$ cat src/rtl/jump_control.sv
// Jump condition evaluator: combinational taken decision for the PC mux plus a
// registered, valid-qualified copy and a saturating taken-jump counter.
module jump_control (
  input  logic       i_clk,
  input  logic       i_rst_n,
  input  logic [1:0] i_opcode,
  input  logic [2:0] i_status,
  input  logic       i_valid,
  output logic       o_jump,
  output logic       o_jump_r,
  output logic [7:0] o_taken_cnt
);

  localparam logic [7:0] CNT_MAX = 8'hFF;

  logic       taken;
  logic       jump_r_q, jump_r_d;
  logic [7:0] cnt_q, cnt_d;

  // Decode depends only on opcode/status so clock, reset and valid cannot disturb it.
  always_comb begin
    o_jump = 1'b1;
    case (i_opcode)
      2'b01:   o_jump = i_status[0];
      2'b10:   o_jump = i_status[1];
      2'b11:   o_jump = i_status[2];
      default: o_jump = 1'b1;
    endcase
  end

  assign taken    = i_valid & o_jump;
  assign jump_r_d = taken;

  always_comb begin
    cnt_d = cnt_q;
    if (taken && (cnt_q != CNT_MAX)) cnt_d = cnt_q + 8'd1;
  end

  always_ff @(posedge i_clk or negedge i_rst_n) begin
    if (!i_rst_n) begin
      jump_r_q <= 1'b0;
      cnt_q    <= 8'd0;
    end else begin
      jump_r_q <= jump_r_d;
      cnt_q    <= cnt_d;
    end
  end

  assign o_jump_r    = jump_r_q;
  assign o_taken_cnt = cnt_q;

endmodule

$ cat config.mk
export PLATFORM = sky130hd
export DESIGN_NAME = jump_control
export DESIGN_NICKNAME = d
export VERILOG_FILES = /design/src/rtl/jump_control.sv
export SDC_FILE = /design/constraint.sdc
export NUM_CORES = 1
export LEC_CHECK = 0
export ABC_AREA = 1
export CAP_MARGIN = 20
export CORE_MARGIN = 10
export CORE_UTILIZATION = 41
export CTS_BUF_LIST = sky130_fd_sc_hd__clkbuf_8
export CTS_CLUSTER_SIZE = 8
export DETAILED_ROUTE_END_ITERATION = 8
export PLACE_DENSITY_LB_ADDON = 0.25
export SETUP_SLACK_MARGIN = 0.4
export SLEW_MARGIN = 20
export SYNTH_ARGS = -nofsm -noshare
export SYNTH_HDL_FRONTEND = slang
export SYNTH_SLANG_ARGS = --single-unit
$ cat constraint.sdc
create_clock -name i_clk -period 3.6 [get_ports i_clk]
set_input_delay 0.72 -clock i_clk [delete_from_list [all_inputs] [get_ports i_clk]]
set_output_delay 0.72 -clock i_clk [all_outputs]
set_load 0.02 [all_outputs]
==> results.cfg, run 1 <==
[logic_synthesis]
synth.cell_area_sq_um = 581
syn_area_per_cell_sq_um = 7.17
synth_edf_count = 0
synth_cell_types = 17
ys.flop_type = dfrtp_1
seq_area_frac_synth_pct = 38.8
synth_common_cells = nand2_1, dfrtp_1, inv_1, nand3_1, nand4_1
yosysTopAreaCell = dfrtp_1
async_reset_ff_share_pct = 100
syn_nets = 90
synthTopCellsByArea = dfrtp_1, nand2_1, nand3_1, inv_1, nand4_1
synth_most_common_cell = nand2_1
postSynthCellCount = 81
yosys_warnings = 0
synth_top_area_share_pct = 38.8
synth_seq_cells = 9

[drt]
drt_pass1_iterations = 4
ant_nets = 0
vias_per_cell = 4.87
drc = 0
drt-initial-drc-count = 9
vias = 570
totalWireLength_mm = 1.40
wl_per_cell_um = 11.9

[clocking]
post_cts_buffers = 0
cts_root_buffer = clkbuf_8
clock_latency_ns = 0.23
cts_resized = 0
clock_path_buffers = 2
numCtsBuffers = 3
cts_tree = done
htree_levels = 1
holdBufCountCts = 0
clock_sinks = 9
clkTransAtPathRegs_ns = 0.04

[worst_setup_path]
worstPathRequired_ns = 2.88
cp-end-kind = primary output
worstSetupPathType = in -> out
crit_fanout = 5
startpoint_type = input pin
arrival_ns = 2.22

[pwr]
irDropWorstVdd_v = 0.000343
p_per_area_nw_per_um2 = 566
leakagePower_nw = 0.414
finalPower_uw = 461

[finish]
area_growth_pct = 40.3
fillCellCount = 119
post_route_cells_drive_above_1_share_pct = 10.8
antennaDiodeCount = 0
fin_area_sq_um = 815
nets = 112

[run]
max_cap_viol_count = 0

[sta]
finalWorstSetupSlack_ns = 0.663
drv_slew = 0
fin_skew_ns = 0.000639
fin_crit_ns = 2.94
tns_ns = 0
final-hold-violation-count = 0
fmaxAchievable_mhz = 340
max_slew_margin_pct = 72.3
setup_viol_count_final = 0
finalCritPeriodShare_pct = 81.6
worstMarginPinSlew_ns = 0.414
rsz0062_at_grt = false

[floorplan]
die_width_um = 57.6
row_count = 13
pin_count = 18
core-area_sq_um = 1320
die_h_um = 57.6
dieArea_sq_um = 3320
floorplan.initialDensity_pct = 44.1

[placement]
dp_hpwl_mm = 1.11
placed_cell_area_sq_um = 769
port_buffers = 17
gp_congestion = 0.703
place_ws_ns = 0.665

[grt]
grt_pass1_vias = 590
grt_pass1_wl_mm = 2.56
grtUsageTotal_pct = 9.44
grt_overflow_total = 0
antenna_found_initial = 0
grt_max_degree = 10

[run_status]
outcome = complete, no violations

[min_path]
hold_path_class = reg -> reg
layout make-up:
| cell class | instances | area, sq um | area share (%) |
|---|---|---|---|
| Clock buffer | 3 | 41.3 | 5.07 |
| Multi-Input combinational cell | 62 | 318 | 39.0 |
| Sequential cell | 9 | 225 | 27.6 |
| Clock inverter | 1 | 3.75 | 0.461 |
| Timing Repair Buffer | 17 | 170 | 20.9 |
| Tap cell | 15 | 18.8 | 2.30 |
| Inverter | 10 | 37.5 | 4.61 |
cell usage in the layout (no fill, tap or decap), types with 2 or more instances in the layout:
master and n:
nand2_2 2, nand2_1 36, nor2_1 2, nand4_1 4, xor2_1 2, nor2_2 2
clkbuf_8 3, dfrtp_1 9, clkdlybuf4s50_1 17, inv_1 10, nand3_1 7
layer usage:
metal  up-vias  GRT usage (%)  part of all wire (%)
li1        296              -                     -
met1       260           10.2                    42
met2        12           15.0                    48
met3         2           5.66                   9.3
met4         0           3.02                  0.79
met5         -              0                     0
cell families after synthesis:
group                    count (synthesis)  share of synthesized area [%]
AO/OA/AOI/OAI                            1                          0.861
AND/OR/NAND/NOR                         57                           47.2
XOR/XNOR                                 3                           4.53
buffers and inverters                   10                           6.46
flip-flops                               9                           38.8
adder cells (fa/ha/maj)                  1                           2.15
worst paths after layout:
check / start / slack [ns] / cells after the start / to
worst min register to register: o_taken_cnt[7]$_DFFE_PN0P_ / 0.55 / 2 / o_taken_cnt[7]$_DFFE_PN0P_
min in group asynchronous: i_rst_n / 0.79 / 1 / o_taken_cnt[3]$_DFFE_PN0P_
worst max-delay path: i_opcode[0] / 0.66 / 4 / o_jump
worst max register to register: o_taken_cnt[0]$_DFFE_PN0P_ / 2.19 / 8 / o_taken_cnt[3]$_DFFE_PN0P_
max in group asynchronous: i_rst_n / 2.52 / 1 / o_taken_cnt[2]$_DFFE_PN0P_
worst min-delay path: o_taken_cnt[7]$_DFFE_PN0P_ / 0.55 / 2 / o_taken_cnt[7]$_DFFE_PN0P_
flip-flops by register name, indices dropped and copies added, names as in the netlist:
name / flops
o_taken_cnt: 8
o_jump_r: 1
metrics by stage:
| stage | utilization [%] | std cells | hold WS (ns) |
|---|---|---|---|
| floorplan | - | 81 | 0.424 |
| CTS | 61.8 | 117 | 0.549 |
| global route | 61.8 | 117 | 0.585 |
| finish | 61.8 | 117 | 0.548 |
| detailed placement | 58.4 | 113 | 0.540 |
| global placement | 58.4 | 113 | 0.529 |
power breakdown:
group	internal, mW	leakage (nW)	total (mW)	switching, mW
Combinational	0.0852	0.269	0.179	0.0942
Clock	0.0741	0.0269	0.112	0.0382
Sequential	0.128	0.118	0.169	0.0414
critical path: stages:
cell and delay, ns:
clkdlybuf4s50_1 0.57, nand3_1 0.14, nand3_2 0.16, clkdlybuf4s50_1 0.64
(Power assumes the default switching activity.)
==> run 2: changes to the inputs <==
==> constraint.sdc (replaced) <==
create_clock -name i_clk -period 2.46 [get_ports i_clk]
set_input_delay 0.492 -clock i_clk [delete_from_list [all_inputs] [get_ports i_clk]]
set_output_delay 0.492 -clock i_clk [all_outputs]
set_load 0.02 [all_outputs]
==> results.cfg, run 2 (same netlist as run 1, synthesis figures left out) <==
[pwr]
finalPower_uw = 675
p_per_area_nw_per_um2 = 827
clkPwrFrac_pct = 24.3
power.switching_uw = 255
swShare_pct = 37.8
leakagePower_nw = 0.420
power_frac_seq_pct = 36.9
comb_power_share_pct = 38.8
p_int_uw = 420
irDropWorstVdd_v = 0.000410

[drt]
totalWireLength_mm = 1.41
ant_nets = 0
wl_per_cell_um = 11.9
drt-initial-drc-count = 19
vias = 601
drc = 0
vias_per_cell = 5.09
drt_pass1_iterations = 4

[worst_setup_path]
startpoint_type = input pin
cp_top_family = buffers and inverters
cp_cell_sequence = clkdlybuf4s50_1 -> inv_1 -> nand2_1 -> nand3_2 -> clkbuf_2
arrival_ns = 1.39
startpoint = i_opcode[1]
crit_buf_inv = 3
cpPeakStageDelay_ns = 0.52
slowest_stage = clkdlybuf4s50_1
cp-end-kind = primary output
crit_fanout = 4
worstPathRequired_ns = 1.97
r2r_start = o_taken_cnt[0]$_DFFE_PN0P_
worstSetupPathType = in -> out

[grt]
grtUsageTotal_pct = 9.14
grt_pass1_vias = 578
grt_pass1_wl_mm = 2.50
grt_overflow_total = 0
grt_max_degree = 10
antenna_found_initial = 0

[run]
max_cap_viol_count = 0

[min_path]
min-delay-start = o_taken_cnt[1]$_DFFE_PN0P_
hold_path_class = reg -> reg

[sta]
setup_viol_count_final = 0
holdWs_ns = 0.549
finalWorstSetupSlack_ns = 0.576
final-hold-violation-count = 0
fin_skew_ns = 0.00263
rsz0062_at_grt = false
drv_slew = 0
fin_crit_ns = 1.88
finalCritPeriodShare_pct = 76.6
tns_ns = 0
worstMarginPinSlew_ns = 0.410
fmaxAchievable_mhz = 531
max_slew_margin_pct = 72.6

[floorplan]
die_h_um = 57.6
row_count = 13
pin_count = 18
die_width_um = 57.6
floorplan.initialDensity_pct = 44.1
dieArea_sq_um = 3320
core-area_sq_um = 1320

[clocking]
numCtsBuffers = 3
cts_tree = done
clock_latency_ns = 0.23
clkTransAtPathRegs_ns = 0.04
clock_sinks = 9
clock_path_buffers = 2
htree_levels = 1
holdBufCountCts = 0
cts_root_buffer = clkbuf_8

[placement]
place_ws_ns = 0.0990
gp_congestion = 0.712
port_buffers = 17
dp_hpwl_mm = 1.12
placed_cell_area_sq_um = 777

[finish]
layout_commonest_cell = nand2_1
post_route_cells_drive_above_1_share_pct = 12.6
antennaDiodeCount = 0
mostFrequentLayoutCells = nand2_1, clkdlybuf4s50_1, inv_1
fin_area_sq_um = 816
largest_reg_flops = 8
area_growth_pct = 40.5
nets = 113

[run_status]
outcome = complete, no violations
run 2: layout make-up:
class / count / area (sq um)
Inverter: 10 / 37.5
Sequential cell: 9 / 225
Timing Repair Buffer: 18 / 171
Clock inverter: 1 / 3.75
Tap cell: 15 / 18.8
Fill cell: 124 / 502
Clock buffer: 3 / 41.3
Multi-Input combinational cell: 62 / 318
run 2: power by group through the flow:
stage	combinational, mW	sequential, mW	clock, mW
after global routing	0.293	0.259	0.175
after CTS	0.267	0.248	0.170
after floorplan	0.0997	0.286	0
after detailed placement	0.267	0.250	0
final	0.262	0.249	0.164
after global placement	0.262	0.248	0
run 2: timing repair:
action / in CTS / in global routing
buffers inserted: 0 / 0
setup endpoints to repair: 1 / 1
gates resized for setup: 2 / 2
cloned: 0 / 0
run 2: tightest hold or removal path, stage by stage (launching register included):
cell,delay (ns)
dfrtp_1,0.39
nand2_1,0.07
nand2_1,0.05
run 2: stage by stage:
stage / cells / utilization, %
floorplan: 81 / -
global placement: 114 / 59.0
detailed placement: 114 / 59.0
CTS: 118 / 62.2
global route: 118 / 61.9
finish: 118 / 61.9
run 2: path summary, 6_finish.rpt:
path / to / slack [ns] / depth (start not counted)
max reg2reg: o_taken_cnt[7]$_DFFE_PN0P_ / 1.04 / 8
min in group asynchronous: o_taken_cnt[7]$_DFFE_PN0P_ / 0.56 / 1
max in group asynchronous: o_taken_cnt[2]$_DFFE_PN0P_ / 1.61 / 1
max: o_jump / 0.58 / 5
min reg2reg: o_taken_cnt[1]$_DFFE_PN0P_ / 0.55 / 2
min: o_taken_cnt[1]$_DFFE_PN0P_ / 0.55 / 2
run 2: metal layers:
layer | global-route usage [%] | wire [um] | vias up | share of wire (%)
met5 | 0 | 0 | - | 0
met4 | 5.03 | 16 | 0 | 1.1
met3 | 4.58 | 156 | 6 | 11
met2 | 14.6 | 678 | 26 | 48
met1 | 9.58 | 554 | 269 | 39
li1 | - | - | 300 | -
